<file path="src/rtl/boot_loader_pkg.sv">
// Shared definitions for the boot loader: loader FSM states and default geometry.
package boot_loader_pkg;

    localparam int          DEF_ADDR_W    = 8;
    localparam int          DEF_DATA_W    = 8;
    localparam logic [7:0]  DEF_LOAD_BASE = 8'h00;
    localparam logic        RAM_RW_WRITE  = 1'b1;
    localparam logic        RAM_RW_READ   = 1'b0;

    typedef enum logic [2:0] {
        ST_IDLE  = 3'd0,
        ST_LEN   = 3'd1,
        ST_DATA  = 3'd2,
        ST_CHK   = 3'd3,
        ST_RUN   = 3'd4,
        ST_ERROR = 3'd5
    } loader_state_t;

endpackage

</file>
<file path="src/rtl/boot_loader.sv">
// Loads a length-prefixed, checksummed byte stream into RAM while holding the CPU,
// then hands the RAM port to the CPU (RUN) or parks with the CPU held (ERROR).
module boot_loader
    import boot_loader_pkg::*;
#(
    parameter int                ADDR_W    = DEF_ADDR_W,
    parameter int                DATA_W    = DEF_DATA_W,
    parameter logic [ADDR_W-1:0] LOAD_BASE = ADDR_W'(DEF_LOAD_BASE)
) (
    input  logic              clk,
    input  logic              rst,
    input  logic [DATA_W-1:0] i_in_data,
    input  logic              i_in_valid,
    output logic              o_in_ready,
    input  logic [ADDR_W-1:0] i_cpu_addr,
    input  logic [DATA_W-1:0] i_cpu_data,
    input  logic              i_cpu_rw,
    output logic [ADDR_W-1:0] o_ram_addr,
    output logic [DATA_W-1:0] o_ram_data,
    output logic              o_ram_rw,
    output logic              o_cpu_hold,
    output logic              o_load_done,
    output logic              o_load_err
);

    loader_state_t     r_state;
    logic [DATA_W-1:0] r_len;
    logic [ADDR_W-1:0] r_cnt;
    logic [DATA_W-1:0] r_sum;
    logic [ADDR_W-1:0] r_wr_addr;
    logic [DATA_W-1:0] r_wr_data;
    logic              r_wr_pend;
    logic              r_in_ready;
    logic              r_cpu_hold;
    logic              r_load_done;
    logic              r_load_err;

    logic              w_xfer;
    logic              w_run;
    logic [ADDR_W-1:0] w_cnt_next;
    logic [DATA_W-1:0] w_chk_sum;

    assign w_xfer     = i_in_valid & r_in_ready;
    assign w_run      = (r_state == ST_RUN);
    assign w_cnt_next = r_cnt + 1'b1;
    assign w_chk_sum  = r_sum + i_in_data;

    always_ff @(posedge clk or posedge rst) begin
        if (rst) begin
            r_state     <= ST_IDLE;
            r_len       <= '0;
            r_cnt       <= '0;
            r_sum       <= '0;
            r_wr_addr   <= '0;
            r_wr_data   <= '0;
            r_wr_pend   <= 1'b0;
            r_in_ready  <= 1'b0;
            r_cpu_hold  <= 1'b1;
            r_load_done <= 1'b0;
            r_load_err  <= 1'b0;
        end else begin
            // A write strobe lives for exactly one cycle unless a new byte re-arms it.
            r_wr_pend <= RAM_RW_READ;
            case (r_state)
                ST_IDLE: begin
                    r_state    <= ST_LEN;
                    r_in_ready <= 1'b1;
                end
                ST_LEN: begin
                    if (w_xfer) begin
                        r_len   <= i_in_data;
                        r_state <= ST_DATA;
                    end
                end
                ST_DATA: begin
                    if (w_xfer) begin
                        r_wr_pend <= RAM_RW_WRITE;
                        r_wr_addr <= LOAD_BASE + r_cnt;
                        r_wr_data <= i_in_data;
                        r_cnt     <= w_cnt_next;
                        r_sum     <= w_chk_sum;
                        // A length byte of 0 wraps to match after the 256th byte.
                        if (w_cnt_next == ADDR_W'(r_len)) begin
                            r_state <= ST_CHK;
                        end
                    end
                end
                ST_CHK: begin
                    if (w_xfer) begin
                        r_in_ready <= 1'b0;
                        if (w_chk_sum == '0) begin
                            r_state     <= ST_RUN;
                            r_cpu_hold  <= 1'b0;
                            r_load_done <= 1'b1;
                        end else begin
                            r_state    <= ST_ERROR;
                            r_load_err <= 1'b1;
                        end
                    end
                end
                ST_RUN, ST_ERROR: begin
                    r_in_ready <= 1'b0;
                end
                default: begin
                    r_state    <= ST_ERROR;
                    r_in_ready <= 1'b0;
                    r_cpu_hold <= 1'b1;
                    r_load_err <= 1'b1;
                end
            endcase
        end
    end

    // RAM port mux: CPU owns the port only in RUN.
    always_comb begin
        o_ram_addr = r_wr_addr;
        o_ram_data = r_wr_data;
        o_ram_rw   = r_wr_pend;
        if (w_run) begin
            o_ram_addr = i_cpu_addr;
            o_ram_data = i_cpu_data;
            o_ram_rw   = i_cpu_rw;
        end
    end

    assign o_in_ready  = r_in_ready;
    assign o_cpu_hold  = r_cpu_hold;
    assign o_load_done = r_load_done;
    assign o_load_err  = r_load_err;

endmodule

</file>
<file path="config.mk">
export PLATFORM = sky130hd
export DESIGN_NAME = boot_loader
export DESIGN_NICKNAME = d
export VERILOG_FILES = /design/src/rtl/boot_loader_pkg.sv /design/src/rtl/boot_loader.sv
export SDC_FILE = /design/constraint.sdc
export NUM_CORES = 1
export LEC_CHECK = 0
export BUFFER_PORTS_ARGS = -buffer_cell sky130_fd_sc_hd__clkbuf_2
export CORE_UTILIZATION = 34
export CTS_CLUSTER_DIAMETER = 60
export DETAILED_ROUTE_END_ITERATION = 8
export PLACE_DENSITY = 0.53
export RECOVER_POWER = 25
export SLEW_MARGIN = 40
export SYNTH_ARGS = -nofsm -noshare
export SYNTH_HDL_FRONTEND = slang
export SYNTH_SLANG_ARGS = --single-unit
</file>
<file path="constraint.sdc">
create_clock -name clk -period 2.75 [get_ports clk]
set_input_delay 0.1375 -clock clk [delete_from_list [all_inputs] [get_ports clk]]
set_output_delay 0.1375 -clock clk [all_outputs]
set_load 0.01 [all_outputs]
</file>
# Word level (Yosys, flattened, before mapping)

Cells that the tools add are included.

Register bits after elaboration: 48
Input bits: 28
Output and inout port bits: 21
Logic and storage cells: 60

Add/sub/neg operators: 2
Equality and inequality tests: 12
Multiplexer cells: 19
Bitwise operators: 4
Reduce and logical (&&, ||, !) cells: 12

Operator list:

| cell                  | number |
|---|---|
| $mux W8               | 2 |
| $pmux W3 S5           | 1 |
| $mux W3               | 4 |
| $ne A2 B2 Y1 const B  | 6 |
| $mux W1               | 9 |
| $reduce_and A3 Y1     | 3 |
| $add A8 B1 Y8 const B | 1 |
| $add A8 B8 Y8         | 1 |
| $eq A8 B8 Y1          | 1 |
| $logic_not A8 Y1      | 1 |
| $eq A3 B2 Y1 const B  | 2 |
| $eq A3 B3 Y1 const B  | 2 |
| $reduce_and A2 Y1     | 3 |
| $reduce_and A5 Y1     | 1 |
| $reduce_or A5 Y1      | 1 |
| $pmux W1 S2           | 2 |
| $reduce_or A2 Y1      | 2 |
| $eq A3 B1 Y1 const B  | 1 |
| $logic_not A3 Y1      | 1 |
| $not A1 Y1            | 3 |
| $pmux W1 S3           | 1 |
| $and A1 B1 Y1         | 1 |

# Depth between registers and ports, before layout

Gate-level depths: netlist of run 1.

Word-level depth: 5
Mapped depth: 8
Gate-level depth less buffers: 8

# Worst setup path before layout of run 1

OpenSTA, ideal clock, no wires.

Kind: register to register
Start: reg r_sum[0]
End: reg r_cpu_hold (netlist: o_cpu_hold)
Setup time: 0.083 ns
Arrival time: 2.349 ns
Setup slack: 0.318 ns
Stages on the path, launching flop included: 8
Clock period less this slack: 2.432 ns
Cells stage by stage: dfrtp_1 ha_1 fa_1 xor2_1 or3_1 or4_4 o41ai_2 nand2_1

Cells in the longest elaborated chain, start to end: 4

Ends and longest elaborated chain:

| element                            | RTL line           | source |
|---|---|---|
| from (decl)                        | boot_loader.sv:29  | `logic [DATA_W-1:0] r_sum;` |
| from (signal assigned)             | boot_loader.sv:81  | `r_sum <= w_chk_sum;` |
| $add A8 B8 Y8                      | boot_loader.sv:46  | `assign w_chk_sum = r_sum + i_in_data;` |
| $logic_not A8 Y1                   | boot_loader.sv:91  | `if (w_chk_sum == '0) begin` |
| $ne A2 B2 Y1 (no source line)      | -                  |  |
| $reduce_and A3 Y1 (no source line) | -                  |  |
| to (signal assigned)               | boot_loader.sv:58  | `r_cpu_hold <= 1'b1;` |
| to (signal assigned)               | boot_loader.sv:93  | `r_cpu_hold <= 1'b0;` |
| to (signal assigned)               | boot_loader.sv:107 | `r_cpu_hold <= 1'b1;` |
| to (decl)                          | boot_loader.sv:34  | `logic r_cpu_hold;` |

No other way between the ends.
A chain may end at the register's enable or synchronous reset.

# Worst setup path after layout of run 1

Start: reg r_sum[0]
End: reg r_load_done (netlist: o_load_done)

Cells in the longest elaborated chain, start to end: 3

Ends and longest elaborated chain:

| element                            | RTL line          | source |
|---|---|---|
| $add A8 B8 Y8                      | boot_loader.sv:46 |  |
| $logic_not A8 Y1                   | boot_loader.sv:91 |  |
| $reduce_and A3 Y1 (no source line) | -                 |  |
| to (signal assigned)               | boot_loader.sv:59 | `r_load_done <= 1'b0;` |
| to (signal assigned)               | boot_loader.sv:94 | `r_load_done <= 1'b1;` |
| to (decl)                          | boot_loader.sv:35 | `logic r_load_done;` |

No other way between the ends.

==> results.sh, run 1 <==
export IMPL_cts_buffers=5
export IMPL_drv_cap=1
export IMPL_mostFrequentLayoutCells="85 x nand2_1, 48 x clkbuf_2, 47 x dfrtp_1"
export IMPL_slew_violations=49
export IMPL_antenna_found_initial=0
export IMPL_dr_wl_met3_um=155
export IMPL_grtUsageTotal=0.149
export IMPL_ys_warn_count=0
export IMPL_worst_pin_slew_ns=1.87
export IMPL_wl_met2_um=2710
export IMPL_hp_class="input port to flop"
export IMPL_power_frac_seq=0.551
export IMPL_die_area_mm2=0.00817
export IMPL_core_rowCount=31
export IMPL_p_int_mw=0.999
export IMPL_critPathSlowestCell="or4_4"
export IMPL_yosysSeqAreaShare=0.452
export IMPL_required_ns=2.98
export IMPL_top_layer_used="met4"
export IMPL_numPortBuffers=48
export IMPL_crit_arrival_ns=2.81
export IMPL_r2r_slack_ns=0.17
export IMPL_violations="capacitance limit, slew limit"
export IMPL_finalHoldViolations=0
export IMPL_setup_viol=0
export IMPL_clock_path_buffers=2
export IMPL_clkPwrFrac=0.401
export IMPL_synthCells=278
export IMPL_fp_dieH_um=90.4
export IMPL_drtPass1Iterations=4
export IMPL_nNetsFinal=362
export IMPL_crit_path_max_fanout=3
export IMPL_synthArstFlopShare=1.00
export IMPL_ys_flop_type="dfrtp_1"
export IMPL_cts_htree_levels=2
export IMPL_die_width_um=90.4
export IMPL_clk_pin_slew_ns=0.10
export IMPL_synth_edf_count=0
export IMPL_grt_setup_unrepaired="false"
export IMPL_slowest_delay_ns=0.54
export IMPL_comb_power_share=0.048
export IMPL_fin_area_mm2=0.00312
export IMPL_p_leak_nw=1.63
export IMPL_status="finished, violations left"
export IMPL_wl_met1_um=2940
export IMPL_grt_max_degree=49
export IMPL_place_area_mm2=0.00300
export IMPL_layout_setup_ws_ns=0.172
export IMPL_n_antenna_cell=0
export IMPL_cts_tree="done"
export IMPL_start_util=0.359
export IMPL_routed_wl_um=5830
export IMPL_final_setup_tns_ns=0
export IMPL_fp_coreArea_mm2=0.00741
export IMPL_via_per_inst=4.76
export IMPL_fin_worst_skew_ns=0.0133
export IMPL_cts_sinks=48
export IMPL_crit_path_start_kind="flop"
export IMPL_switchingPower_mw=0.282
export IMPL_ioPinCount=49
export IMPL_ys_seq_elements=48
export IMPL_cts_root_buffer="clkbuf_8"
export IMPL_powerDensity_mw_per_mm2=410
export IMPL_wl_per_cell_um=13.7
export IMPL_ant_nets=0
export IMPL_synth_net_count=315
export IMPL_area_delta_synth_final_pct=17.5
export IMPL_clock_latency_ns=0.30
export IMPL_syn_area_mm2=0.00266
export IMPL_cp_end_kind="flop"
export IMPL_critPathKind="flop to flop"
export IMPL_first_global_vias=2010
export IMPL_dp_hpwl_um=4190
export IMPL_period_share=0.938
export IMPL_overflow=0
export IMPL_syn_avg_cell_area_um2=9.56
export IMPL_layout_commonest_cell="nand2_1"
export IMPL_fmax_mhz=388
export IMPL_gp_congestion=0.795
export IMPL_p_sw_frac=0.220
export IMPL_vias=2021
export IMPL_crit_chain="ha_1 -> fa_1 -> xor2_1 -> or3_1 -> or4_4 -> nor3_2 -> a41o_1"
export IMPL_drive_above_1_share=0.288
export IMPL_fin_crit_ns=2.58
export IMPL_drc=0
export IMPL_pre_cts_slack_ns=0.195
export IMPL_final_util=0.421
export IMPL_slew_headroom=-0.247
export IMPL_timing_hold_ws_ns=0.0681
export IMPL_grt_pass1_wl_um=9740
export IMPL_ir_drop_uv=225
export IMPL_fill_cells=761
export IMPL_first_iter_violations=60
export IMPL_synth_distinct_cells=44
layout make-up:
cell class | count | area (µm²) | area share
clock inverters | 3 | 42.5 | 0.0136
multi-input cells | 210 | 1380 | 0.441
flip-flops and latches | 48 | 1200 | 0.385
repair buffers | 53 | 280 | 0.0898
inverters | 7 | 26.3 | 0.00842
clock buffers | 5 | 68.8 | 0.0220
well taps | 99 | 124 | 0.0397
critical path: cells and delay by family (launching register included):
kind / cells / cell delay (ns)
AND/OR/NAND/NOR: 3 / 1.11
adder cells (fa/ha/maj): 2 / 0.64
flip-flops: 1 / 0.39
AO/OA/AOI/OAI: 1 / 0.20
XOR/XNOR: 1 / 0.18
timing repair:
item	4_1_cts	5_1_grt
hold endpoints to repair	47	0
hold buffers	1	0
buffers inserted	0	0
resized for setup	0	0
sequential cells by signal, indices dropped and copies added, names as in the netlist:
signal       flops
o_cpu_hold       1
o_in_ready       1
o_load_done      1
o_load_err       1
r_cnt            8
r_len            8
r_state          3
r_sum            8
r_wr_addr        8
r_wr_data        8
r_wr_pend        1
cells in the mapped netlist, types with 2 or more instances:
cell | count | area, µm²
o21ai_1 | 2 | 10.0
buf_1 | 3 | 11.3
nand2_1 | 85 | 319
o211ai_1 | 3 | 22.5
dfrtp_1 | 47 | 1180
xnor2_1 | 14 | 123
a211oi_2 | 2 | 25.0
a211oi_1 | 2 | 15.0
nor3_2 | 2 | 20.0
nand2b_1 | 3 | 18.8
nand4_1 | 3 | 18.8
o211a_1 | 2 | 20.0
o21ai_0 | 8 | 40.0
a21oi_1 | 6 | 30.0
mux2_2 | 25 | 282
inv_1 | 6 | 22.5
clkbuf_1 | 8 | 30.0
buf_2 | 2 | 10.0
ha_1 | 8 | 100
nor2_1 | 11 | 41.3
and3_1 | 3 | 18.8
xor2_1 | 8 | 70.1
nand3_1 | 4 | 20.0
worst paths after layout:
path                              start           end  cells after the start
max                            r_sum[0]   o_load_done                      7
min                        i_in_data[0]  r_wr_data[0]                      3
max reg2reg                    r_sum[0]   o_load_done                      7
min reg2reg                r_wr_addr[1]  r_wr_addr[1]                      2
max in group asynchronous           rst      r_cnt[2]                      3
min in group asynchronous           rst  r_wr_addr[7]                      3
through the flow:
stage          total power, mW  instances
5_1_grt                   1.34        425
2_1_floorplan            0.748        278
6_report                  1.28        425
3_3_place_gp             0.781        416
3_5_place_dp             0.783        416
4_1_cts                   1.30        425
power groups by stage:
stage	Clock, mW	Sequential (mW)	Combinational, mW
after floorplan	0	0.719	0.0292
after global placement	0	0.719	0.0620
after detailed placement	0	0.719	0.0634
final	0.513	0.705	0.0619
after CTS	0.533	0.705	0.0645
after global routing	0.560	0.706	0.0713
kinds of logic (layout without fill, tap and decap cells):
kind of cell | Yosys count | after routing | synth area share
AND/OR/NAND/NOR | 117 | 117 | 0.188
flip-flops | 48 | 48 | 0.452
AO/OA/AOI/OAI | 35 | 35 | 0.0965
multiplexers | 26 | 26 | 0.110
XOR/XNOR | 23 | 23 | 0.0786
buffers and inverters | 20 | 68 | 0.0292
adder cells (fa/ha/maj) | 9 | 9 | 0.0452
metal layers:
layer | global-route usage | up-vias
li1 | - | 1031
met1 | 0.205 | 955
met2 | 0.245 | 33
met3 | 0.0261 | 2
met4 | 0.0282 | 0
met5 | 0 | -
(Power assumes the default switching activity.)
==> run 2: changes to the inputs <==
CAP_MARGIN = 20   (was not set)
CORE_ASPECT_RATIO = 1.1   (was not set)
CORE_MARGIN = 2   (was not set)
==> results.sh, run 2 (synthesis results as in run 1) <==
export IMPL_required_ns=2.99
export IMPL_power_mw=1.18
export IMPL_crit_path_max_fanout=3
export IMPL_vias=2078
export IMPL_antenna_found_initial=0
export IMPL_fin_crit_ns=2.56
export IMPL_first_global_vias=2036
export IMPL_overflow=0
export IMPL_ir_drop_uv=186
export IMPL_grtUsageTotal=0.148
export IMPL_first_iter_violations=90
export IMPL_cts_htree_levels=2
export IMPL_grt_max_degree=49
export IMPL_cts_root_buffer="clkbuf_8"
export IMPL_violations="capacitance limit, slew limit"
export IMPL_worst_pin_slew_ns=1.86
export IMPL_layout_commonest_cell="nand2_1"
export IMPL_via_per_inst=4.81
export IMPL_period_share=0.930
export IMPL_dp_hpwl_um=4300
export IMPL_drtPass1Iterations=4
export IMPL_clk_pin_slew_ns=0.09
export IMPL_crit_arrival_ns=2.80
export IMPL_drv_cap=1
export IMPL_die_width_um=88.3
export IMPL_gp_congestion=0.788
export IMPL_slew_violations=49
export IMPL_crit_path_start_kind="flop"
export IMPL_grt_pass1_wl_um=10000
export IMPL_clock_latency_ns=0.30
export IMPL_stdcell_count=432
export IMPL_final_setup_tns_ns=0
export IMPL_ioPinCount=49
export IMPL_fin_worst_skew_ns=0.00515
export IMPL_p_leak_nw=1.62
export IMPL_status="finished, violations left"
export IMPL_routed_wl_um=5890
export IMPL_cts_tree="done"
export IMPL_drc=0
export IMPL_cts_buffers=5
export IMPL_start_util=0.354
export IMPL_ant_nets=0
export IMPL_numPlacedInstances=423
export IMPL_wl_per_cell_um=13.6
export IMPL_nNetsFinal=363
export IMPL_cts_sinks=48
export IMPL_cts_resized=0
export IMPL_critPathSlowestCell="or4_4"
export IMPL_fin_area_mm2=0.00311
export IMPL_numPortBuffers=48
export IMPL_slowest_delay_ns=0.56
export IMPL_fp_dieH_um=96.7
export IMPL_clock_path_buffers=2
export IMPL_hp_class="input port to flop"
export IMPL_n_antenna_cell=0
export IMPL_powerDensity_mw_per_mm2=380
export IMPL_setup_viol=0
export IMPL_drive_above_1_share=0.281
export IMPL_crit_chain="ha_1 -> fa_1 -> a211oi_2 -> nor2_1 -> xor2_1 -> or4_4 -> nor3_2 -> a41o_1"
export IMPL_fp_coreArea_mm2=0.00751
export IMPL_core_rowCount=33
export IMPL_grt_setup_unrepaired="false"
export IMPL_fmax_mhz=391
export IMPL_finalHoldViolations=0
export IMPL_die_area_mm2=0.00854
export IMPL_mostFrequentLayoutCells="85 x nand2_1, 47 x clkbuf_2, 47 x dfrtp_1"
export IMPL_place_area_mm2=0.00302
export IMPL_critPathKind="flop to flop"
export IMPL_timing_hold_ws_ns=0.0745
export IMPL_area_delta_synth_final_pct=16.9
export IMPL_cp_end_kind="flop"
export IMPL_slew_headroom=-0.243
## run 2: routing by layer
metal  part of all wire  track usage
met1               0.50        0.213
met2               0.45        0.226
met3              0.034       0.0265
met4              0.012       0.0431
met5                  0            0
## run 2: final cells by class
type,instances,area (µm²)
inverters,7,26.3
multi-input cells,210,1380
repair buffers,54,287
clock inverters,1,5.00
fillers,756,4410
clock buffers,7,76.3
well taps,105,131
flip-flops and latches,48,1200
## run 2: worst max-delay path: cells and delay by family, from the launching register on
kind,cells,cell delay (ns)
adder cells (fa/ha/maj),2,0.63
XOR/XNOR,1,0.16
AO/OA/AOI/OAI,2,0.44
flip-flops,1,0.38
AND/OR/NAND/NOR,3,0.89
## run 2: final timing paths
| check | startpoint | slack [ns] | to | cells after the start |
|---|---|---|---|---|
| min in group asynchronous | rst | 0.95 | r_wr_addr[4] | 3 |
| max in group asynchronous | rst | 0.70 | r_len[4] | 3 |
| max reg2reg | r_sum[0] | 0.19 | o_load_done | 8 |
| max | r_sum[0] | 0.19 | o_load_done | 8 |
| min reg2reg | o_cpu_hold | 0.47 | o_cpu_hold | 2 |
| min | i_in_data[6] | 0.07 | r_wr_data[6] | 3 |
## run 2: what timing repair did
| action | in CTS | in global routing |
|---|---|---|
| hold buffers | 1 | 0 |
| endpoints found under the hold margin | 47 | 0 |
| endpoints found under the setup margin | 0 | 0 |
| buffers inserted | 0 | 0 |
## run 2: per-stage QoR
step	worst slack (ns)	util
2_1_floorplan	0.318	-
3_3_place_gp	0.234	0.401
3_5_place_dp	0.205	0.402
4_1_cts	0.188	0.414
5_1_grt	0.0502	0.413
6_report	0.192	0.413
## run 2: power by group
part	internal (mW)	leakage, nW	switching (mW)
Combinational	0.0244	0.927	0.0375
Clock	0.179	0.0422	0.233
Sequential	0.705	0.647	0.0000720
Total	0.909	1.62	0.270
==> run 3: changes to the inputs <==
CORE_UTILIZATION = 55   (was 34)
PLACE_DENSITY = 0.79   (was 0.53)
==> results.sh, run 3 (synthesis results as in run 1) <==
export IMPL_status="finished, violations left"
export IMPL_violations="capacitance limit, slew limit"
export IMPL_nNetsFinal=361
export IMPL_layout_setup_ws_ns=0.148
export IMPL_required_ns=3.00
export IMPL_clock_path_buffers=2
export IMPL_grt_pass1_wl_um=9550
export IMPL_overflow=0
export IMPL_clock_latency_ns=0.30
export IMPL_fin_worst_skew_ns=0.0136
export IMPL_pre_cts_slack_ns=0.188
export IMPL_first_global_vias=1912
export IMPL_finalHoldViolations=0
export IMPL_core_rowCount=26
export IMPL_crit_chain="ha_1 -> fa_1 -> xor2_1 -> or3_1 -> or4_4 -> nor3_2 -> a41o_1"
export IMPL_clk_pin_slew_ns=0.09
export IMPL_p_leak_nw=1.63
export IMPL_critPathKind="flop to flop"
export IMPL_timing_hold_worst_endpoint="r_wr_data[0]"
export IMPL_cts_htree_levels=2
export IMPL_whs_path_depth=3
export IMPL_cts_sinks=48
export IMPL_p_sw_frac=0.200
export IMPL_cts_buffers=5
export IMPL_reg2reg_to="o_load_done"
export IMPL_cts_root_buffer="clkbuf_8"
export IMPL_gp_congestion=0.838
export IMPL_drive_above_1_share=0.286
export IMPL_n_antenna_cell=0
export IMPL_die_width_um=70.3
export IMPL_die_area_mm2=0.00540
export IMPL_drtPass1Iterations=4
export IMPL_cts_tree="done"
export IMPL_fmax_mhz=384
export IMPL_hold_start="i_in_data[0]"
export IMPL_multi_input_area_mm2=0.00138
export IMPL_fill_cells=393
export IMPL_p_int_mw=1.05
export IMPL_final_setup_tns_ns=0
export IMPL_slew_violations=49
export IMPL_routed_wl_um=5790
export IMPL_critPathSlowestCell="or4_4"
export IMPL_power_frac_seq=0.537
export IMPL_grt_setup_unrepaired="false"
export IMPL_fin_crit_ns=2.60
export IMPL_post_cts_buffers=0
export IMPL_period_share=0.946
export IMPL_grt_max_degree=49
export IMPL_mostFrequentLayoutCells="85 x nand2_1, 48 x clkbuf_2, 47 x dfrtp_1"
export IMPL_r2r_slack_ns=0.15
export IMPL_worst_pin_slew_ns=1.74
export IMPL_hp_class="input port to flop"
export IMPL_numPlacedInstances=372
export IMPL_grtUsageTotal=0.226
export IMPL_first_iter_violations=225
export IMPL_final_util=0.661
export IMPL_stdcell_count=381
export IMPL_seq_area_mm2=0.00120
export IMPL_switchingPower_mw=0.263
export IMPL_area_delta_synth_final_pct=15.7
export IMPL_slowest_delay_ns=0.54
export IMPL_ioPinCount=49
export IMPL_comb_power_share=0.047
export IMPL_clkPwrFrac=0.417
export IMPL_fp_dieH_um=76.9
export IMPL_crit_path_start_kind="flop"
export IMPL_drc=0
export IMPL_start_util=0.571
export IMPL_ir_drop_uv=268
export IMPL_cp_end_kind="flop"
export IMPL_fp_coreArea_mm2=0.00465
export IMPL_powerDensity_mw_per_mm2=427
export IMPL_layout_commonest_cell="nand2_1"
export IMPL_numPortBuffers=48
export IMPL_worstReg2RegStart="r_sum[0]"
export IMPL_drv_cap=1
export IMPL_antenna_found_initial=0
export IMPL_via_per_inst=5.57
export IMPL_cts_resized=0
export IMPL_wl_per_cell_um=15.2
export IMPL_setup_viol=0
export IMPL_slew_headroom=-0.159
export IMPL_dp_hpwl_um=4210
export IMPL_ant_nets=0
export IMPL_r2r_cells=7
export IMPL_crit_path_max_fanout=3
export IMPL_crit_arrival_ns=2.85
export IMPL_vias=2122
-- run 3: routing by layer --
layer  global-route usage  vias up  part of all wire
met5                    0        -                 0
met1                0.324     1026              0.47
met3               0.0434        6             0.052
met2                0.351       58              0.46
li1                     -     1032                 -
met4               0.0615        0            0.0098
-- run 3: cell type report --
type                    instances  area share
clock buffers                   7      0.0313
clock inverters                 1     0.00976
inverters                       7     0.00854
multi-input cells             210       0.448
flip-flops and latches         48       0.391
well taps                      56      0.0228
repair buffers                 52      0.0887
-- run 3: worst max-delay path by stage --
stage              from           to  cells after the start
6_report       r_sum[0]  o_load_done                      7
3_5_place_dp   r_sum[0]   o_cpu_hold                      7
2_1_floorplan  r_sum[0]   o_cpu_hold                      7
3_3_place_gp   r_sum[0]  o_load_done                      7
4_1_cts        r_sum[0]   o_cpu_hold                      7
5_1_grt        r_sum[0]  o_load_done                      7
-- run 3: power groups by stage --
| stage | clock, mW | sequential [mW] | combinational, mW |
|---|---|---|---|
| finish | 0.547 | 0.705 | 0.0611 |
| global placement | 0 | 0.719 | 0.0597 |
| detailed placement | 0 | 0.719 | 0.0613 |
| global route | 0.584 | 0.705 | 0.0687 |
| floorplan | 0 | 0.719 | 0.0292 |
| CTS | 0.563 | 0.705 | 0.0630 |
-- run 3: critical path: cells and delay by family (launching register included) --
family | cells | cell delay (ns)
fa+ha+maj | 2 | 0.66
flops | 1 | 0.40
compound gates | 1 | 0.19
simple gates | 3 | 1.10
xor+xnor | 1 | 0.20
-- run 3: repair_timing --
| item | in CTS | in global routing |
|---|---|---|
| endpoints found under the hold margin | 47 | 0 |
| hold buffers | 1 | 0 |
| endpoints found under the setup margin | 0 | 0 |
-- run 3: stage by stage --
| step | total power, mW | area [µm²] | hold slack (ns) |
|---|---|---|---|
| after floorplan | 0.748 | 2660 | 0.243 |
| after global placement | 0.779 | 2940 | 0.383 |
| after global routing | 1.36 | 3080 | 0.0945 |
| after CTS | 1.33 | 3080 | 0.0706 |
| final | 1.31 | 3080 | 0.0792 |
| after detailed placement | 0.781 | 2940 | 0.237 |
